File: src/rtl/m_col_tdc.sv
// rtl/m_col_tdc.sv - two-channel column sense-amp time-to-digital converter
module m_col_tdc #(
  parameter int CNT_W       = 10,
  parameter int SYNC_STAGES = 2
) (
  input  logic             clk,
  input  logic             rst_n,
  input  logic             pre_charge_ctrl,
  input  logic             read1_ctrl,
  input  logic             read2_ctrl,
  input  logic             sa_out1,
  input  logic             sa_out2,
  input  logic             res_ready,
  output logic             res_valid,
  output logic [CNT_W-1:0] code1,
  output logic [CNT_W-1:0] code2,
  output logic [CNT_W:0]   diff,
  output logic             tout1,
  output logic             tout2,
  output logic             overrun,
  output logic             busy
);

  typedef enum logic [1:0] {IDLE, ARMED, MEASURE, HOLD} state_t;

  localparam logic [CNT_W-1:0] CNT_MAX = {CNT_W{1'b1}};

  state_t state_q, state_d;

  logic [SYNC_STAGES-1:0] pc_sync, rd1_sync, rd2_sync, sa1_sync, sa2_sync, vld_sync;
  logic                   pc_low, rd, sa1_s, sa2_s, sa1_q, sa2_q, sa1_rise, sa2_rise;
  logic [CNT_W-1:0]       cnt, cnt_inc, code1_int, code2_int, fin1, fin2;
  logic                   stop1, stop2, fin_to1, fin_to2;
  logic                   start, finish, accept, ovr_set;

  // Synchronize every asynchronous input; vld_sync marks when the chains hold real samples
  always_ff @(posedge clk or negedge rst_n) begin
    if (!rst_n) begin
      pc_sync  <= '0;
      rd1_sync <= '0;
      rd2_sync <= '0;
      sa1_sync <= '0;
      sa2_sync <= '0;
      vld_sync <= '0;
    end else begin
      pc_sync[0]  <= pre_charge_ctrl;
      rd1_sync[0] <= read1_ctrl;
      rd2_sync[0] <= read2_ctrl;
      sa1_sync[0] <= sa_out1;
      sa2_sync[0] <= sa_out2;
      vld_sync[0] <= 1'b1;
      for (int i = 1; i < SYNC_STAGES; i++) begin
        pc_sync[i]  <= pc_sync[i-1];
        rd1_sync[i] <= rd1_sync[i-1];
        rd2_sync[i] <= rd2_sync[i-1];
        sa1_sync[i] <= sa1_sync[i-1];
        sa2_sync[i] <= sa2_sync[i-1];
        vld_sync[i] <= vld_sync[i-1];
      end
    end
  end

  // The cleared chain reads as precharge-low after reset, so only trust it once refilled
  assign pc_low   = vld_sync[SYNC_STAGES-1] & ~pc_sync[SYNC_STAGES-1];
  assign rd       = rd1_sync[SYNC_STAGES-1] & rd2_sync[SYNC_STAGES-1];
  assign sa1_s    = sa1_sync[SYNC_STAGES-1];
  assign sa2_s    = sa2_sync[SYNC_STAGES-1];
  assign sa1_rise = sa1_s & ~sa1_q;
  assign sa2_rise = sa2_s & ~sa2_q;

  // Count including the current cycle, so an edge k cycles after the window opens reads k
  assign cnt_inc = (cnt == CNT_MAX) ? CNT_MAX : cnt + CNT_W'(1);

  // Final codes at window close; an edge in the closing cycle still stops the channel
  assign fin1    = stop1 ? code1_int : (sa1_rise ? cnt_inc : CNT_MAX);
  assign fin2    = stop2 ? code2_int : (sa2_rise ? cnt_inc : CNT_MAX);
  assign fin_to1 = (!stop1 && !sa1_rise) || (fin1 == CNT_MAX);
  assign fin_to2 = (!stop2 && !sa2_rise) || (fin2 == CNT_MAX);

  // State register
  always_ff @(posedge clk or negedge rst_n) begin
    if (!rst_n) state_q <= IDLE;
    else        state_q <= state_d;
  end

  // Next state and single-cycle datapath strobes
  always_comb begin
    state_d = state_q;
    start   = 1'b0;
    finish  = 1'b0;
    accept  = 1'b0;
    ovr_set = 1'b0;
    case (state_q)
      IDLE:    if (pc_low) state_d = ARMED;
      ARMED:   if (rd) begin
                 state_d = MEASURE;
                 start   = 1'b1;
               end
      MEASURE: if (!rd) begin
                 state_d = HOLD;
                 finish  = 1'b1;
               end
      HOLD: begin
        if (pc_low) ovr_set = 1'b1;
        if (res_valid && res_ready) begin
          state_d = IDLE;
          accept  = 1'b1;
        end
      end
      default: state_d = IDLE;
    endcase
  end

  // Counter, per-channel stop capture and result registers
  always_ff @(posedge clk or negedge rst_n) begin
    if (!rst_n) begin
      sa1_q     <= 1'b0;
      sa2_q     <= 1'b0;
      cnt       <= '0;
      stop1     <= 1'b0;
      stop2     <= 1'b0;
      code1_int <= '0;
      code2_int <= '0;
      code1     <= '0;
      code2     <= '0;
      diff      <= '0;
      tout1     <= 1'b0;
      tout2     <= 1'b0;
      res_valid <= 1'b0;
      overrun   <= 1'b0;
    end else begin
      sa1_q <= sa1_s;
      sa2_q <= sa2_s;
      if (start) begin
        cnt   <= '0;
        stop1 <= 1'b0;
        stop2 <= 1'b0;
      end else if (state_q == MEASURE) begin
        cnt <= cnt_inc;
        if (sa1_rise && !stop1) begin
          stop1     <= 1'b1;
          code1_int <= cnt_inc;
        end
        if (sa2_rise && !stop2) begin
          stop2     <= 1'b1;
          code2_int <= cnt_inc;
        end
      end
      if (finish) begin
        code1     <= fin1;
        code2     <= fin2;
        diff      <= {1'b0, fin1} - {1'b0, fin2};
        tout1     <= fin_to1;
        tout2     <= fin_to2;
        res_valid <= 1'b1;
      end
      if (accept)  res_valid <= 1'b0;
      if (ovr_set) overrun   <= 1'b1;
    end
  end

  assign busy = (state_q == ARMED) || (state_q == MEASURE);

endmodule

File: config.mk
export PLATFORM = sky130hd
export DESIGN_NAME = m_col_tdc
export DESIGN_NICKNAME = d
export VERILOG_FILES = /design/src/rtl/m_col_tdc.sv
export SDC_FILE = /design/constraint.sdc
export NUM_CORES = 1
export LEC_CHECK = 0
export CAP_MARGIN = 20
export CORE_ASPECT_RATIO = 0.9
export CORE_MARGIN = 4
export CORE_UTILIZATION = 56
export CTS_CLUSTER_DIAMETER = 80
export CTS_CLUSTER_SIZE = 28
export DETAILED_ROUTE_END_ITERATION = 12
export PLACE_DENSITY = 0.85
export SLEW_MARGIN = 20
export SYNTH_ARGS = -nofsm -noshare
export SYNTH_HDL_FRONTEND = slang
export SYNTH_SLANG_ARGS = --single-unit
File: constraint.sdc
create_clock -name clk -period 3.6 [get_ports clk]
set_input_delay 0.54 -clock clk [delete_from_list [all_inputs] [get_ports clk]]
set_output_delay 0.54 -clock clk [all_outputs]
set_load 0.02 [all_outputs]
==> results.sh, run 1 <==
export IMPL_grt_pass1_wl_mm=15.39
export IMPL_synth_edf_count=0
export IMPL_power_mw=4.890
export IMPL_maxCapViolCount=0
export IMPL_criticalPathCategory="reg -> reg"
export IMPL_cts_tree="built"
export IMPL_die_h_um=89.33
export IMPL_syn_area_um2=4115
export IMPL_synth_most_common_cell="dfrtp_1"
export IMPL_irDropWorstVdd_v=0.0004595
export IMPL_die_area_um2=8786
export IMPL_cpMaxStageDelayCell="or3b_1"
export IMPL_synth_distinct_cells=64
export IMPL_drive_gt1_share_pct=12.34
export IMPL_synthSimpleGateAreaFrac_pct=17.03
export IMPL_async_reset_ff_share_pct=100.0
export IMPL_fillers=552
export IMPL_clock_skew_ps=12.79
export IMPL_dieWidth_um=98.36
export IMPL_synth_top_flop_cell="dfrtp_1"
export IMPL_tightest_slew_ps=852.5
export IMPL_finalSetupTns_ps=0
export IMPL_grt_max_degree=84
export IMPL_instances_no_fill=555
export IMPL_r2r_start="stop1$_DFFE_PN0P_"
export IMPL_synthMuxAreaShare_pct=4.986
export IMPL_core_area_um2=7112
export IMPL_overflow=0
export IMPL_grt_usage_pct=22.18
export IMPL_multiInputGateArea_um2=1926
export IMPL_cp_start_kind="register"
export IMPL_synthXorXnorAreaFrac_pct=1.490
export IMPL_antennaDiodeCount=0
export IMPL_path_max_fanout=9
export IMPL_reg2reg_slack_ps=180
export IMPL_rows=29
export IMPL_outcome="finished, final reports clean"
export IMPL_synth_top_family_by_area="compound AO/OA/AOI/OAI gates"
export IMPL_synth_avg_cell_area_um2=10.01
export IMPL_synthAdderAreaFrac_pct=4.743
export IMPL_wl_mm=9.280
export IMPL_dp_hpwl_mm=6.553
export IMPL_cts_sinks=83
export IMPL_clkLatencyLatePin_ps=370
export IMPL_yosysTopAreaCellShare_pct=50.47
export IMPL_ioPinCount=44
export IMPL_rsz0062_at_grt="true"
export IMPL_design_area_um2=4900
export IMPL_finalHoldViolations=0
export IMPL_cts_buffer_depth=2
export IMPL_ys_seq_area_share_pct=50.47
export IMPL_cp_arrival_ps=3730
export IMPL_dp_cells=539
export IMPL_nets=480
export IMPL_dr_first_iter_drc_count=295
export IMPL_clkTransAtPathRegs_ps=90
export IMPL_endpoint_kind="register"
export IMPL_holdCritPathClass="in -> async"
export IMPL_area_growth_pct=19.06
export IMPL_setup_violations=0
export IMPL_ys_top_cells_by_area="dfrtp_1 (50%), nand2_1 (5.9%), o21ai_0 (5.8%), ha_1 (4.3%), mux2_2 (3.3%)"
export IMPL_critPathLaunch="stop1$_DFFE_PN0P_"
export IMPL_period_needed_ps=3420
export IMPL_cpPeakStageDelay_ps=590
export IMPL_h_tree_depth=3
export IMPL_required_ps=3910
export IMPL_reg2reg_to="diff[9]$_DFFE_PN0P_"
export IMPL_port_buffers=43
export IMPL_register_area_um2=2077
export IMPL_drtAntennaViolNets=0
export IMPL_cp_cell_sequence="or3b_1 > o22ai_2 > inv_1 > ha_1 > nor2b_1 > a211oi_1 > a2bb2oi_1 > o21ai_1 > a21boi_4 > o311ai_2 > or4_1 > nand3_1"
export IMPL_synth_nets=434
export IMPL_dpl_cell_area_um2=4662
export IMPL_fmax_ghz=0.2924
export IMPL_antenna_found_initial=0
export IMPL_ys_warn_count=0
export IMPL_ctsRootBufferMaster="clkbuf_8"
export IMPL_numCtsBuffers=9
export IMPL_wire_per_inst_um=16.72
export IMPL_grt_pass1_vias=3129
export IMPL_synth_top_cells_by_count="dfrtp_1 (83), nand2_1 (65), o21ai_0 (48), inv_1 (15), nor2_1 (15)"
export IMPL_fin_crit_sh_pct=95.01
export IMPL_drc=0
export IMPL_synth_compound_area_share_pct=17.82
export IMPL_power_density_nw_per_um2=998.0
export IMPL_dr_pass1_iters=5
export IMPL_max_slew_margin_pct=42.97
export IMPL_p_leak_nw=2.169
export IMPL_synth_largest_area_cell="dfrtp_1"
export IMPL_synth_seq_cells=83
export IMPL_vias=3328
export IMPL_worst_r2r_path_depth=12
export IMPL_syn_inst=411
export IMPL_via_per_inst=5.996
export IMPL_maxSlewViolCount=0
export IMPL_start_util_pct=57.86
export IMPL_gp_congestion=0.8906
## layer usage
layer,vias to the layer above,track usage (%),routed length [um]
li1,1574,-,-
met1,1602,29.70,4152
met2,139,36.16,4316
met3,13,5.928,691
met4,0,6.328,120
met5,-,0,0
## state kept, by name, summed over array words and instances, names as in the netlist, 2 cells and up
name / count
cnt: 10
pc_sync: 2
rd1_sync: 2
state_q: 2
sa2_sync: 2
code2_int: 10
rd2_sync: 2
code2: 10
diff: 11
sa1_sync: 2
vld_sync: 2
code1_int: 10
code1: 10
## per-stage QoR
step	hold slack [ps]	util, %	setup WS (ps)
floorplan	244.4	-	274.4
detailed placement	334.7	65.55	5.853
CTS	354.1	68.60	6.366
finish	211.7	68.90	179.7
global route	265.4	68.90	-7.118
global placement	332.1	65.55	265.1
## worst max-delay path by stage
stage	endpoint	slack [ps]	depth (start not counted)
floorplan	diff[9]$_DFFE_PN0P_	270	15
global placement	diff[9]$_DFFE_PN0P_	270	14
detailed placement	diff[9]$_DFFE_PN0P_	6	14
CTS	diff[9]$_DFFE_PN0P_	6	15
global route	diff[9]$_DFFE_PN0P_	-7	15
finish	diff[9]$_DFFE_PN0P_	180	12
## logic make-up after synthesis
| logic type | Yosys count |
|---|---|
| and+or+nand+nor | 140 |
| adders and majority gates | 15 |
| xor gates and xnor gates | 7 |
| DFF | 83 |
| muxes | 19 |
| other | 1 |
| AOI/OAI and AO/OA | 112 |
| buffers and inverters | 34 |
## area by class of cell
| cell class | instances | share of cell area (%) |
|---|---|---|
| repair buffers | 54 | 10.50 |
| inverters | 15 | 1.149 |
| flip-flops and latches | 83 | 42.39 |
| multi-input cells | 294 | 39.30 |
| well taps | 93 | 2.375 |
| clock buffers | 11 | 3.090 |
| clock inverters | 5 | 1.200 |
## worst max-delay path, delay by kind of cell, from the launching register on
family                     cells  cell delay, ps
adders and majority gates      1             280
AOI/OAI and AO/OA              6            1220
and+or+nand+nor                4            1320
buffers and inverters          1             110
DFF                            1             450
## report_power, final
group / leakage (nW) / switching (mW) / total [mW] / internal (mW)
Clock: 0.102 / 0.338 / 0.698 / 0.359
Combinational: 1.04 / 1.54 / 2.71 / 1.17
Sequential: 1.02 / 0.222 / 1.48 / 1.26
## timing repair
| item | in CTS | in global routing |
|---|---|---|
| hold buffers | 0 | 0 |
| setup buffers | 0 | 0 |
| setup endpoints to repair | 1 | 4 |
| gates cloned | 0 | 0 |
| resized for setup | 1 | 4 |
| hold endpoints to repair | 0 | 0 |
## cell usage in the layout, fill, tap and decap left out, types with 12 or more instances in the layout
| master | netlist | layout |
|---|---|---|
| a21oi_1 | 12 | 12 |
| clkdlybuf4s50_1 | 0 | 42 |
| dfrtp_1 | 83 | 83 |
| ha_1 | 14 | 13 |
| inv_1 | 15 | 15 |
| mux2_2 | 12 | 12 |
| nand2_1 | 65 | 64 |
| nor2_1 | 15 | 15 |
| o21ai_0 | 48 | 48 |
(Power assumes the default switching activity.)
==> run 2, diff against run 1 <==
HOLD_SLACK_MARGIN = 0.15   (was unset)
==> results of run 2 <==
No change in the layout: final DEF, timing and power equal those of run 1.
